$ cat src/rtl/bank_cmd_scheduler.sv
// In-order DDRx command sequencer: open-row tracking per rank/bank, PRE/ACT/RD/WR/PREA/REF issue.
// Define MC_AUTO_PRECHARGE_EN for closed-page policy (RD/WR with auto-precharge).
module bank_cmd_scheduler #(
    parameter int unsigned C_CS_WIDTH   = 1,
    parameter int unsigned C_BANK_WIDTH = 3,
    parameter int unsigned C_ROW_WIDTH  = 16,
    parameter int unsigned T_RCD        = 4,
    parameter int unsigned T_RP         = 4,
    parameter int unsigned T_RAS        = 10,
    parameter int unsigned T_RFC        = 32
) (
    input  logic                    clk,
    input  logic                    rst,
    input  logic                    req_valid,
    output logic                    req_ready,
    input  logic                    req_write,
    input  logic [C_CS_WIDTH-1:0]   req_rank,
    input  logic [C_BANK_WIDTH-1:0] req_bank,
    input  logic [C_ROW_WIDTH-1:0]  req_row,
    input  logic [11:0]             req_column,
    input  logic                    ref_req,
    output logic                    ref_ack,
    output logic                    cmd_valid,
    input  logic                    cmd_ready,
    output logic [2:0]              cmd_type,
    output logic [C_CS_WIDTH-1:0]   cmd_rank,
    output logic [C_BANK_WIDTH-1:0] cmd_bank,
    output logic [C_ROW_WIDTH-1:0]  cmd_addr,
    output logic                    cmd_ap,
    output logic                    busy
);

    localparam int unsigned IdxW     = C_CS_WIDTH + C_BANK_WIDTH;
    localparam int unsigned NumBanks = 2 ** IdxW;
    localparam int unsigned CntW     = $clog2(T_RCD + T_RP + T_RAS + T_RFC + 1);

`ifdef MC_AUTO_PRECHARGE_EN
    localparam bit ApEn = 1'b1;
`else
    localparam bit ApEn = 1'b0;
`endif

    localparam logic [2:0] CmdNop  = 3'd0;
    localparam logic [2:0] CmdAct  = 3'd1;
    localparam logic [2:0] CmdRd   = 3'd2;
    localparam logic [2:0] CmdWr   = 3'd3;
    localparam logic [2:0] CmdPre  = 3'd4;
    localparam logic [2:0] CmdPrea = 3'd5;
    localparam logic [2:0] CmdRef  = 3'd6;

    localparam logic [CntW-1:0] LdRcd  = CntW'(T_RCD - 1);
    localparam logic [CntW-1:0] LdRp   = CntW'(T_RP - 1);
    localparam logic [CntW-1:0] LdRas  = CntW'(T_RAS - 1);
    localparam logic [CntW-1:0] LdRfc  = CntW'(T_RFC - 1);
    // Implicit precharge after an auto-precharged column command must also cover tRAS.
    localparam logic [CntW-1:0] LdRpAp = CntW'(T_RP + T_RAS - 1);

    typedef enum logic [2:0] {
        StIdle, StDecide, StPre, StAct, StRw, StPrea, StRef, StRfcWait
    } state_e;

    state_e                  r_state;
    logic [NumBanks-1:0]     r_open;
    logic [C_ROW_WIDTH-1:0]  r_row [NumBanks];
    logic [CntW-1:0]         r_rcd_cnt, r_rp_cnt, r_ras_cnt, r_rfc_cnt;
    logic                    r_cmd_valid;
    logic [2:0]              r_cmd_type;
    logic [C_CS_WIDTH-1:0]   r_cmd_rank;
    logic [C_BANK_WIDTH-1:0] r_cmd_bank;
    logic [C_ROW_WIDTH-1:0]  r_cmd_addr;
    logic                    r_cmd_ap;

    logic [IdxW-1:0]         w_idx;
    logic                    w_accept;
    logic [CntW-1:0]         w_rcd_dec, w_rp_dec, w_ras_dec, w_rfc_dec;
    logic [2:0]              w_rw_type;
    logic [C_ROW_WIDTH-1:0]  w_col_addr;
    logic                    w_hit;

    assign w_idx      = {req_rank, req_bank};
    assign w_accept   = r_cmd_valid && cmd_ready;
    assign w_rcd_dec  = (r_rcd_cnt != '0) ? r_rcd_cnt - 1'b1 : '0;
    assign w_rp_dec   = (r_rp_cnt  != '0) ? r_rp_cnt  - 1'b1 : '0;
    assign w_ras_dec  = (r_ras_cnt != '0) ? r_ras_cnt - 1'b1 : '0;
    assign w_rfc_dec  = (r_rfc_cnt != '0) ? r_rfc_cnt - 1'b1 : '0;
    assign w_rw_type  = req_write ? CmdWr : CmdRd;
    assign w_col_addr = C_ROW_WIDTH'(req_column);
    assign w_hit      = r_open[w_idx] && (r_row[w_idx] == req_row);

    // cmd_valid is set one cycle ahead from the decremented counter, so the dependent
    // command is presented in exactly the first cycle its counter reads zero.
    always_ff @(posedge clk) begin
        if (rst) begin
            r_state     <= StIdle;
            r_open      <= '0;
            r_rcd_cnt   <= '0;
            r_rp_cnt    <= '0;
            r_ras_cnt   <= '0;
            r_rfc_cnt   <= '0;
            r_cmd_valid <= 1'b0;
            r_cmd_type  <= CmdNop;
            r_cmd_rank  <= '0;
            r_cmd_bank  <= '0;
            r_cmd_addr  <= '0;
            r_cmd_ap    <= 1'b0;
        end else begin
            r_rcd_cnt <= w_rcd_dec;
            r_rp_cnt  <= w_rp_dec;
            r_ras_cnt <= w_ras_dec;
            r_rfc_cnt <= w_rfc_dec;
            unique case (r_state)
                StIdle: begin
                    if (ref_req) begin
                        r_cmd_rank <= '0;
                        r_cmd_bank <= '0;
                        r_cmd_addr <= '0;
                        r_cmd_ap   <= 1'b0;
                        if (|r_open) begin
                            r_state     <= StPrea;
                            r_cmd_type  <= CmdPrea;
                            r_cmd_valid <= (w_ras_dec == '0);
                        end else begin
                            r_state     <= StRef;
                            r_cmd_type  <= CmdRef;
                            r_cmd_valid <= (w_rp_dec == '0);
                        end
                    end else if (req_valid) begin
                        r_state <= StDecide;
                    end
                end
                StDecide: begin
                    r_cmd_rank <= req_rank;
                    r_cmd_bank <= req_bank;
                    if (w_hit) begin
                        r_state     <= StRw;
                        r_cmd_type  <= w_rw_type;
                        r_cmd_addr  <= w_col_addr;
                        r_cmd_ap    <= ApEn;
                        r_cmd_valid <= (w_rcd_dec == '0);
                    end else if (r_open[w_idx]) begin
                        r_state     <= StPre;
                        r_cmd_type  <= CmdPre;
                        r_cmd_addr  <= '0;
                        r_cmd_ap    <= 1'b0;
                        r_cmd_valid <= (w_ras_dec == '0);
                    end else begin
                        r_state     <= StAct;
                        r_cmd_type  <= CmdAct;
                        r_cmd_addr  <= req_row;
                        r_cmd_ap    <= 1'b0;
                        r_cmd_valid <= (w_rp_dec == '0);
                    end
                end
                StPre: begin
                    if (!r_cmd_valid) begin
                        r_cmd_valid <= (w_ras_dec == '0);
                    end else if (cmd_ready) begin
                        r_open[w_idx] <= 1'b0;
                        r_rp_cnt      <= LdRp;
                        r_state       <= StAct;
                        r_cmd_type    <= CmdAct;
                        r_cmd_addr    <= req_row;
                        r_cmd_valid   <= (LdRp == '0);
                    end
                end
                StAct: begin
                    if (!r_cmd_valid) begin
                        r_cmd_valid <= (w_rp_dec == '0);
                    end else if (cmd_ready) begin
                        r_open[w_idx] <= 1'b1;
                        r_row[w_idx]  <= req_row;
                        r_rcd_cnt     <= LdRcd;
                        r_ras_cnt     <= LdRas;
                        r_state       <= StRw;
                        r_cmd_type    <= w_rw_type;
                        r_cmd_addr    <= w_col_addr;
                        r_cmd_ap      <= ApEn;
                        r_cmd_valid   <= (LdRcd == '0);
                    end
                end
                StRw: begin
                    if (!r_cmd_valid) begin
                        r_cmd_valid <= (w_rcd_dec == '0);
                    end else if (cmd_ready) begin
                        if (ApEn) begin
                            r_open[w_idx] <= 1'b0;
                            r_rp_cnt      <= LdRpAp;
                        end
                        r_state     <= StIdle;
                        r_cmd_valid <= 1'b0;
                        r_cmd_type  <= CmdNop;
                        r_cmd_rank  <= '0;
                        r_cmd_bank  <= '0;
                        r_cmd_addr  <= '0;
                        r_cmd_ap    <= 1'b0;
                    end
                end
                StPrea: begin
                    if (!r_cmd_valid) begin
                        r_cmd_valid <= (w_ras_dec == '0);
                    end else if (cmd_ready) begin
                        r_open      <= '0;
                        r_rp_cnt    <= LdRp;
                        r_state     <= StRef;
                        r_cmd_type  <= CmdRef;
                        r_cmd_valid <= (LdRp == '0);
                    end
                end
                StRef: begin
                    if (!r_cmd_valid) begin
                        r_cmd_valid <= (w_rp_dec == '0);
                    end else if (cmd_ready) begin
                        r_rfc_cnt   <= LdRfc;
                        r_state     <= StRfcWait;
                        r_cmd_type  <= CmdNop;
                        r_cmd_valid <= 1'b0;
                    end
                end
                StRfcWait: begin
                    if (r_rfc_cnt == '0) begin
                        r_state <= StIdle;
                    end
                end
            endcase
        end
    end

    assign cmd_valid = r_cmd_valid;
    assign cmd_type  = r_cmd_type;
    assign cmd_rank  = r_cmd_rank;
    assign cmd_bank  = r_cmd_bank;
    assign cmd_addr  = r_cmd_addr;
    assign cmd_ap    = r_cmd_ap;
    assign busy      = (r_state != StIdle);
    // A reset cycle must not retire the request or finish the refresh.
    assign req_ready = !rst && (r_state == StRw) && w_accept;
    assign ref_ack   = !rst && (r_state == StRfcWait) && (r_rfc_cnt == '0);

endmodule

$ cat config.mk
export PLATFORM = sky130hd
export DESIGN_NAME = bank_cmd_scheduler
export DESIGN_NICKNAME = d
export VERILOG_FILES = /design/src/rtl/bank_cmd_scheduler.sv
export SDC_FILE = /design/constraint.sdc
export NUM_CORES = 1
export LEC_CHECK = 0
export CORE_MARGIN = 5
export CORE_UTILIZATION = 40
export DETAILED_ROUTE_END_ITERATION = 8
export PLACE_DENSITY = 0.6
export SETUP_SLACK_MARGIN = 0.05
export SLEW_MARGIN = 20
export SYNTH_ARGS = -nofsm -noshare
export SYNTH_HDL_FRONTEND = slang
export SYNTH_SLANG_ARGS = --single-unit
$ cat constraint.sdc
create_clock -name clk -period 5.15 [get_ports clk]
set_clock_uncertainty 0.1 [all_clocks]
set_input_delay 1.545 -clock clk [delete_from_list [all_inputs] [get_ports clk]]
set_output_delay 1.545 -clock clk [all_outputs]
set_load 0.02 [all_outputs]
==> Implementation_results.wiki <==
{| class="wikitable"
! Metric !! Value
|-
| Run status || finished, final reports clean
|-
| Setup WS pre-CTS || about 0.32 ns
|-
| Clock-pin slew of the registers on the worst-case setup and hold paths || about 0.060 ns
|-
| Highest net fanout along the worst path || 3
|-
| Setup slack after layout || slightly below 0.5 ns
|-
| I/O pins || 66
|-
| Biggest area contributors in the synthesized netlist || edfxtp_1, mux4_2, dfxtp_1
|-
| Final WL || 33700 um
|-
| # rows || approximately 70
|-
| Layout Area Growth over Synthesis || 20.0%
|-
| Number of inserted filler cells in the final layout || 2966
|-
| Number of max-capacitance violations reported || 0
|-
| Skew-Pair Late Insertion Delay || 0.51 ns
|-
| Post-detailed-route count of antenna-violating nets || 0
|-
| Fmax achieved || 215 MHz
|-
| Share of synthesized area occupied by flip-flops and latches || 65.2%
|-
| Critical Setup Path Class || input port to output pin
|-
| Type of the worst min-delay path || flop to flop
|-
| Share of final-layout standard cells stronger than drive strength 1 || 22.3%
|-
| VDD IR max || 273 uV
|-
| Synthesized Nets || 960
|-
| Resized Gates After CTS || 0
|-
| Cts-stage hold buffer count || 0
|-
| Worst-margin pin slew || 0.818 ns
|-
| Leakage power || between 5 and 6 nW
|-
| Cell type with the largest total area after synthesis || edfxtp_1
|-
| Post-layout nets || 1082
|-
| First-pass GRT wire length || 51000 um
|-
| Final-report max-slew violation count || 0
|-
| Number of enable flip-flop cells after synthesis || 256
|-
| Worst hold-check slack || 0.382 ns
|-
| Share of the synthesized area in the top cell type || a little under three fifths
|-
| Wirelength per Cell || 22.2 um
|-
| Total congestion overflow after global routing || 0
|-
| Final design instance area without fill || 16600 um^2
|-
| Most instantiated flip-flop cell in the synthesis netlist || edfxtp_1
|-
| Power density relative to cell area || 428 nW/um^2
|-
| Utilization of the core after routing || roughly half
|-
| Endpoint type of the worst setup path || output pin
|-
| Minimum clock period after layout || 4.66 ns
|-
| Type of origin of the critical path || input port
|-
| Final hold violation count || 0
|-
| Fraction of the cycle the final worst path needs || 90.4%
|-
| Placement Cell Area || 15400 um^2
|-
| Synth warn || 0
|-
| Setup repair after global routing missed its margin || no
|-
| Full die area || 38400 um^2
|-
| TritonCTS clock tree || built
|-
| 1st-pass router iterations || 5
|-
| Number of buffers between clock root and the deepest sink || 3
|-
| Flops & latches, synth || approximately 320
|-
| Maximum level of the CTS H-tree || 2
|-
| RD Place Congestion || 0.825
|-
| Relative max-transition margin || 45.5%
|-
| Number of distinct library cell variants in the gate-level netlist after synthesis || 63
|-
| Diodes inserted || 0
|-
| Drt first-iter violations || 788
|-
| Post-Syn Instances || ~910
|-
| Setup_tns || 0 ns
|-
| Number of clock sinks || 323
|-
| Number of design rule violations left after detail routing || 0
|-
| Width of the die || 196 um
|-
| Combined area of the multi-input logic cells || between 4000 and 5000 um^2
|-
| Clock Tree Root || clkbuf_16
|-
| Via density per instance || roughly 5.5
|-
| Setup violations, final || 0
|-
| Cell area after synthesis || 13900 um^2
|-
| Total half-perimeter wirelength after legalization and detailed placement || 22000 um
|-
| Overall Power || just over 7 mW
|-
| Post-Place Cells || 1453
|-
| Area occupied by registers || 9030 um^2
|-
| GRT Overall Usage || 17.4%
|-
| Worst Path Arrival || 3.01 ns
|-
| Area of the core region || 34400 um^2
|-
| Cell Count, Final, Fillers Out || 1519
|-
| CP required || around 3.5 ns
|-
| Vias in the first global route || 8262
|-
| Average size of a mapped cell || 15.2 um^2
|-
| Die height || a little under 200 um
|-
| Pin count of the biggest net entering global routing || 53
|-
| Number of antenna violations at the first check in global routing || 0
|-
| Number of buffers added for setup after CTS || 0
|-
| Via Count || 8428
|-
| Count of port buffers added during placement || 64
|-
| Effective utilization at floorplan || 40.3%
|-
| Total clock buffers created by CTS || 36
|-
| Share of flip-flops with an asynchronous set or reset after synthesis || 0%
|}
==> state kept, by name, indices dropped and copies added (netlist names), 3 cells and up <==
| name | cells |
|---|---|
| cmd_type | 3 |
| cmd_addr | 16 |
| r_rcd_cnt | 6 |
| r_open | 16 |
| r_row | 256 |
| r_rp_cnt | 6 |
| r_state | 3 |
| cmd_bank | 3 |
| r_rfc_cnt | 6 |
| r_ras_cnt | 6 |
==> routing by layer <==
metal  global-route usage, %  up-vias  wire length [um]
met5                       0        -                 0
li1                        -     3839                 -
met3                    2.82       39              1800
met2                    28.5      251             16400
met4                    3.57        0               529
met1                    24.9     4299             15000
==> final timing paths <==
| kind | start | end | slack [ns] | cells past startpoint |
|---|---|---|---|---|
| max | cmd_ready | req_ready | 0.49 | 4 |
| min | r_open[3]$_SDFFE_PP0P_ | r_open[3]$_SDFFE_PP0P_ | 0.38 | 2 |
| max reg2reg | r_state[0]$_SDFFE_PP0P_ | r_row[5][14]$_DFFE_PP_ | 2.06 | 4 |
| min reg2reg | r_open[3]$_SDFFE_PP0P_ | r_open[3]$_SDFFE_PP0P_ | 0.38 | 2 |
==> critical path, cell delays in order <==
cell,delay [ns]
clkdlybuf4s50_1,0.50
nand2_1,0.08
nor4_1,0.24
clkdlybuf4s50_1,0.65
==> placed cells by master (no fill, tap or decap), types with 20 or more instances in the layout <==
master	count
dfxtp_1	67
inv_1	28
mux4_2	62
buf_4	69
a22oi_1	34
edfxtp_1	256
clkdlybuf4s50_1	59
mux2i_1	22
o21ai_0	33
nand2_1	39
nor2_1	73
xnor2_1	20
nor3_1	24
clkbuf_16	38
a21oi_1	21
==> cell families after synthesis <==
kind of cell | share of synthesized area (%)
fa+ha+maj | 0.723
simple gates | 8.23
flops | 65.2
mux | 13.4
compound gates | 7.73
xor+xnor | 1.71
other cells | 0.0271
buf+inv | 2.96
==> area by class of cell <==
cell class	count	area share, %
multi-input combinational	510	26.9
clock inverter	20	1.29
timing repair buffer	137	7.48
sequential	323	54.3
inverter	28	0.632
clock buffer	46	5.90
tap	455	3.43
==> where the power goes <==
group	total, mW	internal [mW]	switching (mW)
sequential	3.07	2.94	0.126
clock	2.56	1.56	1.01
combinational	1.48	0.636	0.846
total	7.11	5.13	1.98
==> cells in the mapped netlist, types with 4 or more instances <==
master and count:
nand2_1 39, nand3_1 9, edfxtp_1 256, nor2_1 73, buf_4 7, a211oi_1 9, mux2i_1 22, nor2b_1 7
a21oi_1 21, and3_1 5, ha_1 8, o211ai_1 5, o22ai_1 7, buf_6 6, nand4b_1 4, buf_2 15
mux4_2 62, o21ai_0 33, mux4_1 5, mux2_2 10, and2_1 5, or3_1 8, inv_1 28, nor4_1 10
clkbuf_1 23, xor2_1 7, dfxtp_1 67, o221ai_2 10, nand3b_1 5, nand2b_1 11, nor3_1 37, xnor2_1 20
o31ai_1 6, a22oi_1 34
(Power assumes the default switching activity.)
